**src/rtl/bcd_countdown_timer.sv**
```systemverilog
// ----------------------------------------------------------------------------
// bcd_countdown_timer
//
// Multi-digit loadable BCD down-counter / timer. A load captures a sanitised
// BCD preset and starts the countdown. Each ce tick while running decrements
// the count by one in BCD. The final 1 -> 0 tick raises a single-cycle done
// pulse and returns the block to idle.
//
// Optional feature (macro BCD_AUTO_RELOAD_EN):
//   When the macro is defined, the block keeps a reload register that captures
//   the sanitised preset on every load. On expiry the count is reloaded from
//   this register, done still pulses, and the block stays running. This gives
//   periodic operation. When the macro is undefined, no reload register exists.
//
// Parameters:
//   DIGITS   number of BCD decades (1..8); count width is 4*DIGITS
//
// Ports:
//   clk_i    system clock; all state changes on posedge
//   r_i      synchronous active-high reset
//   ce_i     count enable tick; one decrement per cycle while running
//   ld_i     load strobe; captures d_i and starts the countdown
//   d_i      BCD preset; digit i = d_i[4i+3:4i]; digits > 9 load as 9
//   q_o      current BCD count (registered)
//   tc_o     combinational; 1 when q_o is all zero
//   busy_o   registered; 1 while running
//   done_o   registered; one-cycle pulse on expiry
// ----------------------------------------------------------------------------
module bcd_countdown_timer #(
   parameter int unsigned DIGITS = 2
) (
   input  logic                  clk_i,
   input  logic                  r_i,
   input  logic                  ce_i,
   input  logic                  ld_i,
   input  logic [4*DIGITS-1:0]   d_i,
   output logic [4*DIGITS-1:0]   q_o,
   output logic                  tc_o,
   output logic                  busy_o,
   output logic                  done_o
);

   localparam int unsigned W = 4 * DIGITS;
   localparam logic [W-1:0] QOne = W'(1);

   typedef enum logic [0:0] {StIdle, StRun} state_e;

   state_e         state_q;
   logic [W-1:0]   q_q;
   logic           busy_q;
   logic           done_q;
   logic [W-1:0]   ld_val;
   logic [W-1:0]   dec_val;

`ifdef BCD_AUTO_RELOAD_EN
   logic [W-1:0]   reload_q;
`endif

   // Clamp each preset digit to 9 so the count always holds legal BCD.
   always_comb begin
      ld_val = '0;
      for (int i = 0; i < int'(DIGITS); i++) begin
         if (d_i[4*i +: 4] > 4'd9) begin
            ld_val[4*i +: 4] = 4'd9;
         end else begin
            ld_val[4*i +: 4] = d_i[4*i +: 4];
         end
      end
   end

   // BCD decrement with a borrow chain. A digit steps only when every lower
   // digit is zero. A zero digit that steps wraps to 9 and passes the borrow
   // on to the next digit.
   always_comb begin
      logic borrow;
      dec_val = q_q;
      borrow  = 1'b1;
      for (int i = 0; i < int'(DIGITS); i++) begin
         if (borrow) begin
            if (q_q[4*i +: 4] == 4'd0) begin
               dec_val[4*i +: 4] = 4'd9;
            end else begin
               dec_val[4*i +: 4] = q_q[4*i +: 4] - 4'd1;
               borrow            = 1'b0;
            end
         end
      end
   end

   // Edge priority is reset, then load, then ce.
   always_ff @(posedge clk_i) begin
      if (r_i) begin
         state_q  <= StIdle;
         q_q      <= '0;
         busy_q   <= 1'b0;
         done_q   <= 1'b0;
`ifdef BCD_AUTO_RELOAD_EN
         reload_q <= '0;
`endif
      end else begin
         done_q <= 1'b0;
         if (ld_i) begin
            q_q <= ld_val;
`ifdef BCD_AUTO_RELOAD_EN
            reload_q <= ld_val;
`endif
            // An all-zero preset has nothing to count, so the block stays idle.
            if (ld_val != '0) begin
               state_q <= StRun;
               busy_q  <= 1'b1;
            end else begin
               state_q <= StIdle;
               busy_q  <= 1'b0;
            end
         end else if (state_q == StRun && ce_i) begin
            if (q_q == QOne) begin
               done_q <= 1'b1;
`ifdef BCD_AUTO_RELOAD_EN
               // The reload value is nonzero here, because entering the run
               // state requires a nonzero load.
               q_q <= reload_q;
`else
               q_q     <= '0;
               state_q <= StIdle;
               busy_q  <= 1'b0;
`endif
            end else begin
               q_q <= dec_val;
            end
         end
      end
   end

   assign q_o    = q_q;
   assign tc_o   = (q_q == '0);
   assign busy_o = busy_q;
   assign done_o = done_q;

endmodule

```
**config.mk**
```make
export PLATFORM = sky130hd
export DESIGN_NAME = bcd_countdown_timer
export DESIGN_NICKNAME = d
export VERILOG_FILES = /design/src/rtl/bcd_countdown_timer.sv
export SDC_FILE = /design/constraint.sdc
export NUM_CORES = 1
export LEC_CHECK = 0
export CAP_MARGIN = 30
export CORE_AREA = 2 2 39 41
export DETAILED_ROUTE_END_ITERATION = 12
export DIE_AREA = 0 0 41 43
export DONT_BUFFER_PORTS = 1
export SLEW_MARGIN = 15
export SYNTH_ARGS = -nofsm -noshare
export SYNTH_HDL_FRONTEND = slang
export SYNTH_SLANG_ARGS = --single-unit
export TNS_END_PERCENT = 5
```
**constraint.sdc**
```tcl
create_clock -name clk_i -period 2.4 [get_ports clk_i]
set_clock_uncertainty 0.05 [all_clocks]
set_input_delay 0.24 -clock clk_i [delete_from_list [all_inputs] [get_ports clk_i]]
set_output_delay 0.24 -clock clk_i [all_outputs]
set_load 0.02 [all_outputs]
```
Yosys cells after proc, flatten, opt, wreduce, memory -nomap -nowiden
Cells that the tools add are included.

word-level totals
  register bits = 10
  output and inout port bits = 11
  logic and storage cells = 35

cells by class
  magnitude comparators = 2
  reduce and logical (&&, ||, !) cells = 11
  mux-type cells = 14
  equality and inequality tests = 1
  $add $sub $neg = 2
  bitwise gates (word level) = 1

operators by type and width
  kind                                                   count
  two-way mux 8 bit                                      3
  two-way mux 4 bit                                      5
  == test 8 x 1 -> 1 bit (second input constant)         1
  greater-than comparator 4 bit (second input constant)  2
  zero test 4 bit                                        2
  zero test 8 bit                                        1
  nonzero test 8 bit                                     1
  subtractor 4 x 1 -> 4 bit (second input constant)      2
  two-way mux 1 bit                                      6
  AND reduction 2 bit                                    2
  nonzero test 2 bit                                     2
  nonzero test 3 bit                                     1
  OR reduction 3 bit                                     1
  logical AND 1 bit                                      1
  NOT 1 bit                                              1

Depth between registers and ports, before layout
  depth in word-level cells = 6
  mapped depth = 6
  mapped depth without buffers = 6

Worst setup path before layout
Ideal clock, no wire load.

  path kind = reg-to-reg
  from = register q_q[4] (netlist: q_o[4])
  to = register q_q[4] (netlist: q_o[4])
  setup slack = 0.548 ns
  cell stages (with the launch flop) = 7
  period minus slack after synthesis = 1.852 ns
  arrival = 1.674 ns
  library setup time = 0.128 ns
  path buffers = 0
  path through = dfxtp_1 > inv_1 > ha_1 > or3b_4 > a211o_1 > a311oi_1 > nor2_1

between the ends
  word-level cells in the longest chain between the ends = 6
  elaborated cells on any way between the ends = 10
  those cells by class = add/sub (1); eq/ne (1); mux (5); reduce/logical (3)

ends and longest elaborated chain
  item                                                          line    source
  start: declaration                                            49      logic [W-1:0] q_q;
  start signal: assignment                                      103     q_q <= ld_val;
  start signal: assignment                                      128     q_q <= dec_val;
  subtractor 4 x 1 -> 4 bit or zero test 4 bit (tied branches)  83, 80
  two-way mux 4 bit                                             80      if (q_q[4*i +: 4] == 4'd0) begin
  two-way mux 4 bit                                             79      if (borrow) begin
  two-way mux 8 bit                                             116     if (q_q == QOne) begin
  two-way mux 8 bit                                             115     end else if (state_q == StRun && ce_i) begin
  two-way mux 8 bit                                             102     if (ld_i) begin

Parallel ways exist; a longest one is shown, timed or not. The select of a mux whose other input is x is not followed.
A chain may end at the register's enable or synchronous reset.

Final worst setup path
  from = register q_q[4] (netlist: q_o[4])
  to = output port tc_o

between the ends
  word-level cells in the longest chain between the ends = 1

ends and longest elaborated chain
  item              line  source
  zero test 8 bit   135   assign tc_o = (q_q == '0);
  end: declaration  38    output logic tc_o,

Every way passes these cells.

==> results.md <==
* Status: finished, final reports clean
* Buffer and inverter count on the worst path at 2
* Clk pwr share at 34.8%
* Routed wire length per instance at 16.65 um
* Die width at 41 um
* Crit path depth at 5
* Total GRT Usage at 21.45%
* Seq pwr share at 45.9%
* Worst skew pair latency at 0.28 ns
* Die footprint at 1763 sq um
* Post-Syn Area at 620.6 sq um
* Post-synth top area cell: dfxtp_1
* Starting DRT DRC Count at 12
* Worst Path Max Fanout at 6
* Post_cts resized at 0
* Core area at 1384 sq um
* Worst Hold Slack at 0.04407 ns
* Final ANT Viol Nets at 0
* Layout cell share with drive strength beyond 1 at 11.11%
* Crit Path Class: flip-flop to output pin
* Hold path start: d_i[1]
* DRC at 0
* R2R setup slack at 0.43 ns
* Fill count at 144
* Max-slew headroom at 67.09%
* H-tree depth at 1
* Syn avg cell area at 8.060 sq um
* Post-route setup TNS at 0 ns
* Vias per cell at 6.526
* Post-CTS Setup Inserts at 0
* Port bufs at 0
* Int Pwr at 0.3125 mW
* First-pass GRT wire length at 2.587 mm
* Hold_buf cts at 2
* CP delay by family, top: simple AND/OR/NAND/NOR gates
* Total number of vias at 633
* Period utilization at 86.26%
* RSZ-0062 raised after global routing: no
* Worst min path class: input pin to flip-flop
* Worst slew pin tran at 0.4930 ns
* Mapped Cells at 77
* Synth top area share at 32.26%
* CTS tree: yes
* Initial antenna violation count at 0
* Layout Area Growth over Synthesis at 11.69%
* Die H at 43 um
* Row count at 14
* Worst R2R End: q_o[4]$_SDFFE_PP0P_
* CTS Buffer Depth at 2
* Fmax at 483.0 MHz
* NetSw at 0.1464 mW
* Yosys warns at 0
* Worst reg2reg path startpoint: q_o[4]$_SDFFE_PP0P_
* R2R depth at 6
* Post-DP HPWL at 1.194 mm
* Combinational share of power at 19.4%
* CP Launch Type: flip-flop
* Overflow after GRT at 0
* Library cells used by synthesis at 35
* Setup violations, final at 0
* Fin. Hold Viols at 0
* Max-slew violations at 0
* Clock buffer count from CTS at 3
* Peak supply drop at 0.0002781 V
* Diodes inserted at 0
* Worst Hold End: q_o[1]$_SDFFE_PP0P_
* Pre-antenna DRT Iters at 4
* Clock edge transition at the registers on the reported setup and hold paths at 0.07 ns
* # IOs at 23
* Static Leakage at 0.2387 nW
* Hold depth at 2
* TritonCTS Sinks at 10
* Worst endpoint data arrival time at 1.78 ns
* Synth area leaders: dfxtp_1 32%, nor3_1 6.5%, a311oi_1 4.2%
* Initial core utilization at 44.85%
* Register area share after synthesis at 32.26%
* CP Capture Type: output pin
* Syn nets at 90
* Worst endpoint required time at 2.11 ns
* Vias in the first global route at 613
* DRT Wirelength at 1.615 mm
* Slowest cell on crit path: dfxtp_1
* Crit path largest cell delay at 0.42 ns
* Min Clock Period, post-route at 2.070 ns
* FF+latch count, synth at 10
* Nets@finish at 95
* CP Cell Sequence: inv_1, ha_1, or3b_4, nor3_1, buf_4
* Max cap viols at 0
* Switching share of power at 31.91%
* Largest net degree at the start of global routing at 13
* GP Congestion at 0.7078
* Root buf cell: clkbuf_4
* Power density cells at 662.0 nW/um^2
[synth_stat cells]
master     instances
or3_1              1
o21ba_2            1
a211o_1            1
nor4_1             2
a2111oi_0          1
nand4_1            1
o41a_1             1
buf_1              1
nand3b_1           2
a21oi_1            5
nand3_1            2
a211oi_2           1
mux2_2             1
ha_1               1
a311oi_1           3
a211oi_1           3
clkbuf_1           2
nor3b_1            2
nor3_1             8
a31oi_1            1
nor2_1             3
a21o_1             1
or2b_1             1
nor2b_1            1
o21a_1             1
nand2_1            5
nor4bb_1           1
dfxtp_1           10
a32oi_1            1
o22ai_1            1
or3b_4             1
inv_1              6
a22oi_1            1
xnor2_1            1
o21ai_0            3
[through the flow]
| stage | total power [mW] | utilization, % | cell area, sq um | instances | setup slack [ns] |
|---|---|---|---|---|---|
| floorplan | 0.2804 | - | 620.6 | 77 | 0.5481 |
| global placement | 0.2964 | 46.02 | 636.9 | 91 | 0.4829 |
| detailed placement | 0.2969 | 46.02 | 636.9 | 91 | 0.4534 |
| CTS | 0.4605 | 50.09 | 693.2 | 97 | 0.3262 |
| global route | 0.4772 | 50.09 | 693.2 | 97 | 0.2418 |
| finish | 0.4589 | 50.09 | 693.2 | 97 | 0.3297 |
[cell usage in the layout, fill, tap and decap left out, types with 2 or more instances in the layout]
cell	count
nand3b_1	2
dlygate4sd3_1	2
a21oi_1	5
inv_1	6
nand2_1	5
nand3_1	2
clkbuf_4	3
nor3b_1	2
o21ai_0	3
a211oi_1	3
nor4_1	2
nor3_1	8
dfxtp_1	10
nor2_1	3
a311oi_1	3
[registers in the layout (all words and copies together) (netlist names)]
signal  cells
q_o         8
done_o      1
busy_o      1
[metal layers]
layer / routed length [um] / GRT usage, % / up-vias / share of wire (%)
li1: - / - / 308 / -
met3: 110 / 8.377 / 2 / 6.8
met2: 779 / 33.13 / 23 / 48
met1: 706 / 25.65 / 300 / 44
met4: 19 / 8.000 / 0 / 1.2
met5: 0 / 0 / - / 0
[power groups by stage]
stage	sequential, mW	combinational [mW]	clock (mW)
after floorplan	0.209	0.0717	0
after global placement	0.214	0.0819	0
after detailed placement	0.215	0.0824	0
after CTS	0.210	0.0880	0.162
after global routing	0.214	0.0972	0.166
final	0.210	0.0888	0.160
[area by class of cell]
| type | count | area (sq um) | share of cell area (%) |
|---|---|---|---|
| tap | 16 | 20.02 | 2.888 |
| sequential | 10 | 200.2 | 28.88 |
| multi-input combinational | 58 | 386.6 | 55.78 |
| inverter | 6 | 22.52 | 3.249 |
| clock buffer | 4 | 36.28 | 5.235 |
| timing repair buffer | 3 | 27.53 | 3.971 |
[cells by family after synthesis]
family	after synthesis	synth area share (%)
XOR/XNOR	1	1.412
AND/OR/NAND/NOR	30	27.42
adder cells (fa/ha/maj)	1	2.016
flip-flops	10	32.26
multiplexers	1	1.814
AO/OA/AOI/OAI	25	29.64
buffers and inverters	9	5.443
[worst max path at each step]
stage          slack [ns]                start                   to
6_report             0.33  q_o[4]$_SDFFE_PP0P_                 tc_o
5_1_grt              0.24  q_o[5]$_SDFFE_PP0P_                 tc_o
3_5_place_dp         0.45  q_o[4]$_SDFFE_PP0P_  q_o[4]$_SDFFE_PP0P_
4_1_cts              0.33  q_o[4]$_SDFFE_PP0P_                 tc_o
2_1_floorplan        0.55  q_o[4]$_SDFFE_PP0P_  q_o[4]$_SDFFE_PP0P_
3_3_place_gp         0.48  q_o[4]$_SDFFE_PP0P_  q_o[4]$_SDFFE_PP0P_
(Power assumes the default switching activity.)
